### src/rtl/regfile_dump_reader.sv
// regfile_dump_reader: sweeps a contiguous range of register-file entries
// through one read port and streams each entry out as (index, data) over a
// valid/ready interface. Intended for post-run state dumps and trace capture.
module regfile_dump_reader #(
  parameter int unsigned FIRST_REG    = 0,
  parameter int unsigned LAST_REG     = 31,
  parameter int unsigned READ_LATENCY = 1
) (
  input  logic        CLK,
  input  logic        RST,
  input  logic        Start,
  input  logic        Abort,
  output logic [4:0]  Read_Register,
  input  logic [31:0] Read_Data,
  output logic        Out_Valid,
  input  logic        Out_Ready,
  output logic [31:0] Out_Data,
  output logic [4:0]  Out_Index,
  output logic        Busy,
  output logic        Done
);

  localparam int unsigned IDX_W  = 5;
  localparam int unsigned DATA_W = 32;
  localparam int unsigned CNT_W  = 4;

  localparam logic [1:0] ST_IDLE = 2'd0;
  localparam logic [1:0] ST_WAIT = 2'd1;
  localparam logic [1:0] ST_OUT  = 2'd2;

  localparam logic [IDX_W-1:0] FIRST_IDX = IDX_W'(FIRST_REG);
  localparam logic [IDX_W-1:0] LAST_IDX  = IDX_W'(LAST_REG);
  localparam logic [CNT_W-1:0] LAT_CNT   = CNT_W'(READ_LATENCY);

  logic [1:0]        state_q,  state_n;
  logic [CNT_W-1:0]  cnt_q,    cnt_n;
  logic [IDX_W-1:0]  raddr_q,  raddr_n;
  logic              valid_q,  valid_n;
  logic [DATA_W-1:0] data_q,   data_n;
  logic [IDX_W-1:0]  index_q,  index_n;
  logic              done_q,   done_n;
  logic              busy_q,   busy_n;

  logic handshake_c;
  logic last_entry_c;

  assign handshake_c  = valid_q & Out_Ready;
  assign last_entry_c = (raddr_q == LAST_IDX);

  // Next-state and next-output logic; abort takes precedence over any handshake.
  always_comb begin
    state_n = state_q;
    cnt_n   = cnt_q;
    raddr_n = raddr_q;
    valid_n = valid_q;
    data_n  = data_q;
    index_n = index_q;
    done_n  = 1'b0;

    case (state_q)
      ST_IDLE: begin
        if (Start && !Abort) begin
          raddr_n = FIRST_IDX;
          cnt_n   = LAT_CNT;
          state_n = ST_WAIT;
        end
      end

      ST_WAIT: begin
        if (Abort) begin
          valid_n = 1'b0;
          state_n = ST_IDLE;
        end else if (cnt_q == CNT_W'(1)) begin
          data_n  = Read_Data;
          index_n = raddr_q;
          valid_n = 1'b1;
          state_n = ST_OUT;
        end else begin
          cnt_n = cnt_q - CNT_W'(1);
        end
      end

      ST_OUT: begin
        if (Abort) begin
          valid_n = 1'b0;
          state_n = ST_IDLE;
        end else if (handshake_c) begin
          valid_n = 1'b0;
          if (last_entry_c) begin
            done_n  = 1'b1;
            state_n = ST_IDLE;
          end else begin
            raddr_n = raddr_q + IDX_W'(1);
            cnt_n   = LAT_CNT;
            state_n = ST_WAIT;
          end
        end
      end

      default: begin
        valid_n = 1'b0;
        state_n = ST_IDLE;
      end
    endcase

    busy_n = (state_n != ST_IDLE);
  end

  // State and output registers with synchronous reset.
  always_ff @(posedge CLK) begin
    if (RST) begin
      state_q <= ST_IDLE;
      cnt_q   <= '0;
      raddr_q <= '0;
      valid_q <= 1'b0;
      data_q  <= '0;
      index_q <= '0;
      done_q  <= 1'b0;
      busy_q  <= 1'b0;
    end else begin
      state_q <= state_n;
      cnt_q   <= cnt_n;
      raddr_q <= raddr_n;
      valid_q <= valid_n;
      data_q  <= data_n;
      index_q <= index_n;
      done_q  <= done_n;
      busy_q  <= busy_n;
    end
  end

  assign Read_Register = raddr_q;
  assign Out_Valid     = valid_q;
  assign Out_Data      = data_q;
  assign Out_Index     = index_q;
  assign Busy          = busy_q;
  assign Done          = done_q;

endmodule

### config.mk
export PLATFORM = sky130hd
export DESIGN_NAME = regfile_dump_reader
export DESIGN_NICKNAME = d
export VERILOG_FILES = /design/src/rtl/regfile_dump_reader.sv
export SDC_FILE = /design/constraint.sdc
export NUM_CORES = 1
export LEC_CHECK = 0
export BUFFER_PORTS_ARGS = -buffer_cell sky130_fd_sc_hd__buf_4
export CORE_MARGIN = 1.5
export CORE_UTILIZATION = 26
export DETAILED_ROUTE_END_ITERATION = 12
export PLACE_DENSITY = 0.53
export SETUP_SLACK_MARGIN = 0.05
export SLEW_MARGIN = 5
export SYNTH_ARGS = -nofsm -noshare
export SYNTH_HDL_FRONTEND = slang
export SYNTH_SLANG_ARGS = --single-unit
### constraint.sdc
create_clock -name CLK -period 4.2 [get_ports CLK]
set_clock_uncertainty 0.1 [all_clocks]
set_input_delay 0.42 -clock CLK [delete_from_list [all_inputs] [get_ports CLK]]
set_output_delay 0.42 -clock CLK [all_outputs]
set_load 0.01 [all_outputs]
== Yosys cells after proc, flatten, opt, wreduce, memory -nomap -nowiden ==
Index checks and enable logic that the tools add are counted.

* Register bits: 51
* Input bits: 37
* Output and inout port bits: 45

* $add $sub $neg: 2
* Equal/unequal tests: 12
* Multiplexer cells: 25
* Bitwise operators: 5
* Reduce and logical (&&, ||, !) cells: 11

{| class="wikitable"
|+ Operators by type and width
! cell !! count
|-
| $mux 4 || 6
|-
| $mux 5 || 4
|-
| $ne 2x2->1 const B || 6
|-
| $pmux 4 s3 || 1
|-
| $mux 2 || 5
|-
| $pmux 5 s2 || 1
|-
| $reduce_and 7->1 || 1
|-
| $mux 1 || 6
|-
| $ne 3x3->1 const B || 2
|-
| $pmux 2 s3 || 1
|-
| $reduce_and 3->1 || 2
|-
| $add 5x1->5 const B || 1
|-
| $eq 5x5->1 const B || 1
|-
| $reduce_and 5->1 || 1
|-
| $eq 4x1->1 const B || 1
|-
| $not 1->1 || 4
|-
| $reduce_bool 2->1 || 2
|-
| $reduce_or 4->1 || 1
|-
| $sub 4x1->4 const B || 1
|-
| $pmux 1 s3 || 1
|-
| $reduce_bool 3->1 || 1
|-
| $eq 2x1->1 const B || 1
|-
| $eq 2x2->1 const B || 1
|-
| $logic_not 2->1 || 1
|-
| other kinds (3) || 3
|}

== Longest topological paths before layout ==
* Depth after elaboration: 6
* Mapped depth: 8
* Gate-level depth less buffers: 7

== Least setup slack after synthesis ==
Ideal clock, no wire load.

* Path type: reg2reg
* From: reg raddr_q[0], in the netlist Read_Register[0]
* To: reg cnt_q[2]
* Library setup time: 75 ps
* Arrival time: 1809 ps
* Required time: 4025 ps
* Path slack: 2216 ps
* Stages on the path, launching flop included: 8
* Buffers on the path: 0
* Period minus slack after synthesis: 1984 ps
* Path through: dfxtp_1 > ha_1 > and3_1 > ha_1 > and3b_1 > a221oi_2 > o21ai_0 > o21ai_0

* Longest elaborated chain between the ends: 3

{| class="wikitable"
|+ Ends and longest elaborated chain
! what !! line !! source
|-
| from (decl) || 37 || <nowiki>logic [IDX_W-1:0] raddr_q, raddr_n;</nowiki>
|-
| from (signal assigned) || 123 || <nowiki>raddr_q <= raddr_n;</nowiki>
|-
| $eq 5x5->1 || 48 || <nowiki>assign last_entry_c = (raddr_q == LAST_IDX);</nowiki>
|-
| via last_entry_c || 45 || <nowiki>logic last_entry_c;</nowiki>
|-
| $ne 2x2->1 (no line) || -- ||
|-
| $reduce_and 7->1 (no line) || -- ||
|-
| to (signal assigned) || 122 || <nowiki>cnt_q <= cnt_n;</nowiki>
|-
| to (decl) || 36 || <nowiki>logic [CNT_W-1:0] cnt_q, cnt_n;</nowiki>
|}

The timed path passes the listed nets, and every way through them passes these cells.
A chain may end at the register's enable or synchronous reset.

== Worst setup path in the final report ==
* From: reg raddr_q[0], in the netlist Read_Register[0]
* To: reg cnt_q[1]

The elaborated chain is that of the path after synthesis.

==> impl_metrics.csv <==
group,metric,value,unit
power,ir_drop,0.1404,mV
clock_tree,cts.repair.resized,0,
timing,fin_ws,1964,ps
clock_tree,cts_tree,"yes",
status,status,"finished, final reports clean",
timing,final.setup.tns,0,ps
layout,fillCellCount,841,
setup_path,cpPeakStageDelay,490,ps
yosys,ys_types,38,
global_routing,antenna_found_initial,0,
clock_tree,cts_sinks,51,
setup_path,regToRegEndpoint,"cnt_q[1]$_SDFFE_PP0P_",
setup_path,reg2regPathDepth,7,
power,power.density,324.6,nW/um^2
yosys,avgSynthCellArea,8.318,um^2
timing,tightest_slew,643.6,ps
setup_path,critical_path_class,"flip-flop to flip-flop",
setup_path,cpMostUsedCell,"ha_1",
place,place.gp.congestion,0.8209,
global_routing,grt_pass1_wl,8362,um
floorplan,die_h,91.89,um
setup_path,cp-end-kind,"flip-flop",
setup_path,cp-start-kind,"flip-flop",
timing,min_period,2236,ps
timing,fin_crit_sh,53.25,%
clock_tree,insertion_delay,300,ps
routing,vias,1882,
setup_path,worstPathCellList,"ha_1 > and3_1 > ha_1 > and3b_1 > a221oi_2 > nand3b_1 > o41ai_1",
worst_hold_path,min_path_type,"input port to flip-flop",
layout,fin_nets,361,
worst_hold_path,whs_endpoint,"Out_Data[16]$_SDFFE_PP0P_",
place,io_buffers,81,
setup_path,crit_path_start,"Read_Register[0]$_SDFFE_PP0P_",
setup_path,cp_slowest_cell,"a221oi_2",
clock_tree,h-tree-depth,2,
routing,finalWirelength,5039,um
setup_path,path_buf_inv,0,
layout,syn_to_final_growth,38.19,%
routing,firstDrtPassIters,4,
setup_path,r2r-start,"Read_Register[0]$_SDFFE_PP0P_",
clock_tree,cts_buffers,5,
clock_tree,cts_max_path_buffers,2,
clock_tree,cts_setup_buffers,0,
floorplan,core-area,7687,um^2
worst_hold_path,hp-start,"Read_Data[16]",
global_routing,grt_max_degree,54,
yosys,ys_ff_latch,51,
layout,drive_above_1_share,30.84,%
timing,max_freq,447.1,MHz
floorplan,rows,32,
worst_hold_path,hold_path_depth,3,
timing,rsz0062_at_grt,"false",
timing,whs,257.3,ps
setup_path,critical_path.top_delay_family,"compound AO/OA/AOI/OAI gates",
routing,drt_iter0_markers,26,
floorplan,io_pins,82,
place,dp_hpwl,3468,um
yosys,yosysSeqAreaShare,49.70,%
yosys,netlist_area,2054,um^2
global_routing,grt_pass1_vias,1724,
clock_tree,hold_buffers,0,
timing,hold_viol_final,0,
yosys,synth_cells,247,
yosys,yosysWarningCount,0,
timing,setup_viol,0,
job,max_cap_violations,0,
routing,drcViolationCount,0,
place,place_ws,2002,ps
layout,num_antenna_cells,0,
global_routing,overflow,0,
floorplan,die_area,8444,um^2
global_routing,grt_use_total,12.24,%
routing,wire_per_inst,11.91,um
setup_path,cp_data_required_time,4300,ps
setup_path,reg2reg_slack,1960,ps
yosys,syn_nets,288,
routing,ant_nets,0,
power,p_leak,1.134,nW
clock_tree,cts.reportedPaths.clkPinSlew,90,ps
setup_path,cp_max_fo,7,
clock_tree,cts-root-buf,"clkbuf_8",
floorplan,die_x,91.89,um
timing,slew_headroom,57.00,%
timing,drv_slew,0,
floorplan,initial_utilization,26.73,%
setup_path,cp_data_arrival_time,2340,ps
routing,viasPerCell,4.449,
## area by class of cell
cell class                 instances  area [um^2]  share of cell area, %
clock buffer                       6        82.58                  2.909
inverter                           4        15.01                 0.5289
tap                              102        127.6                  4.495
multi-input combinational        175        930.9                  32.79
timing repair buffer              83        623.1                  21.95
sequential                        51         1021                  35.96
clock inverter                     2        38.79                  1.366
## worst max-delay path by stage
| stage | endpoint | slack [ps] | cells after the start |
|---|---|---|---|
| 2_1_floorplan | cnt_q[2]$_SDFFE_PP0P_ | 2220 | 7 |
| 3_3_place_gp | cnt_q[2]$_SDFFE_PP0P_ | 2080 | 7 |
| 3_5_place_dp | cnt_q[1]$_SDFFE_PP0P_ | 2000 | 7 |
| 4_1_cts | cnt_q[1]$_SDFFE_PP0P_ | 1970 | 7 |
| 5_1_grt | cnt_q[1]$_SDFFE_PP0P_ | 1790 | 7 |
| 6_report | cnt_q[1]$_SDFFE_PP0P_ | 1960 | 7 |
## cells by family (layout without fill, tap and decap cells)
group           Yosys count  in the layout  share of synthesized area [%]
compound gates           55             55                          15.16
xor+xnor                  2              2                         0.8528
fa+ha+maj                 4              4                          2.436
buf+inv                  21             95                          5.298
flops                    51             51                          49.70
mux                       1              1                         0.4872
simple gates            113            113                          26.07
## cell usage in the layout (no fill, tap or decap), types with 2 or more instances in the layout
master / n
nor2b_1: 2
nor3_4: 2
nand2_1: 77
clkbuf_8: 6
nand3b_1: 2
nor3_1: 6
o21ai_0: 3
dfxtp_1: 51
nand3_1: 2
nor3b_1: 3
a21oi_1: 44
nor2_1: 9
a21o_1: 2
a211oi_1: 2
buf_4: 83
inv_1: 4
ha_1: 4
## where the power goes
group,switching [W],internal [W],leakage (nW)
Clock,0.000165,0.000196,0.0618
Sequential,0.00000456,0.000488,0.412
Combinational,0.0000324,0.0000353,0.661
Total,0.000202,0.000720,1.13
## flip-flops by register name (all words and copies together), names as in the netlist
name	cells
Busy	1
cnt_q	4
Out_Data	32
Out_Valid	1
Done	1
state_q	2
Read_Register	5
Out_Index	5
## per-stage QoR
stage	utilization, %	total power [W]	std cells	cell area (um^2)
4_1_cts	36.93	0.0009453	423	2839
3_3_place_gp	35.35	0.0005725	415	2718
2_1_floorplan	-	0.0005363	247	2054
3_5_place_dp	35.35	0.0005731	415	2718
5_1_grt	36.93	0.0009694	423	2839
6_report	36.93	0.0009215	423	2839
## routing by layer
| metal | vias up | wire length (um) | global-route usage, % |
|---|---|---|---|
| li1 | 970 | - | - |
| met2 | 55 | 2209 | 19.26 |
| met1 | 851 | 2418 | 16.44 |
| met5 | - | 0 | 0 |
| met4 | 0 | 52 | 2.692 |
| met3 | 6 | 359 | 3.731 |
## cell usage after synthesis, drive strengths merged
library cell,n,area [um^2]
nand4b,1,8.760
a2111oi,1,15.01
and3,1,6.260
nand3b,2,15.01
ha,4,50.05
xnor2,1,8.760
buf,9,63.80
a211oi,2,15.01
nand2,77,289.0
mux2i,1,10.01
or3b,2,20.02
inv,4,15.01
or4b,1,10.01
nor2b,2,12.51
nor4,1,12.51
o21bai,1,7.510
nor3,8,56.31
a221oi,1,15.01
a21o,2,15.01
dfxtp,51,1021
clkbuf,8,30.03
and3b,1,8.760
nor3b,3,22.52
a21oi,44,220.2
nor2,9,33.78
xor2,1,8.760
nor4b,2,23.77
nand3,2,10.01
o21ai,3,15.01
o41ai,1,8.760
nand2b,1,6.260
## worst reg2reg max path, delay by kind of cell (launching register included)
family	cells	cell delay, ps
adders and majority gates	2	450
DFF	1	430
and+or+nand+nor	3	570
AOI/OAI and AO/OA	2	580
Note: power is estimated with default switching activity, not from simulation.
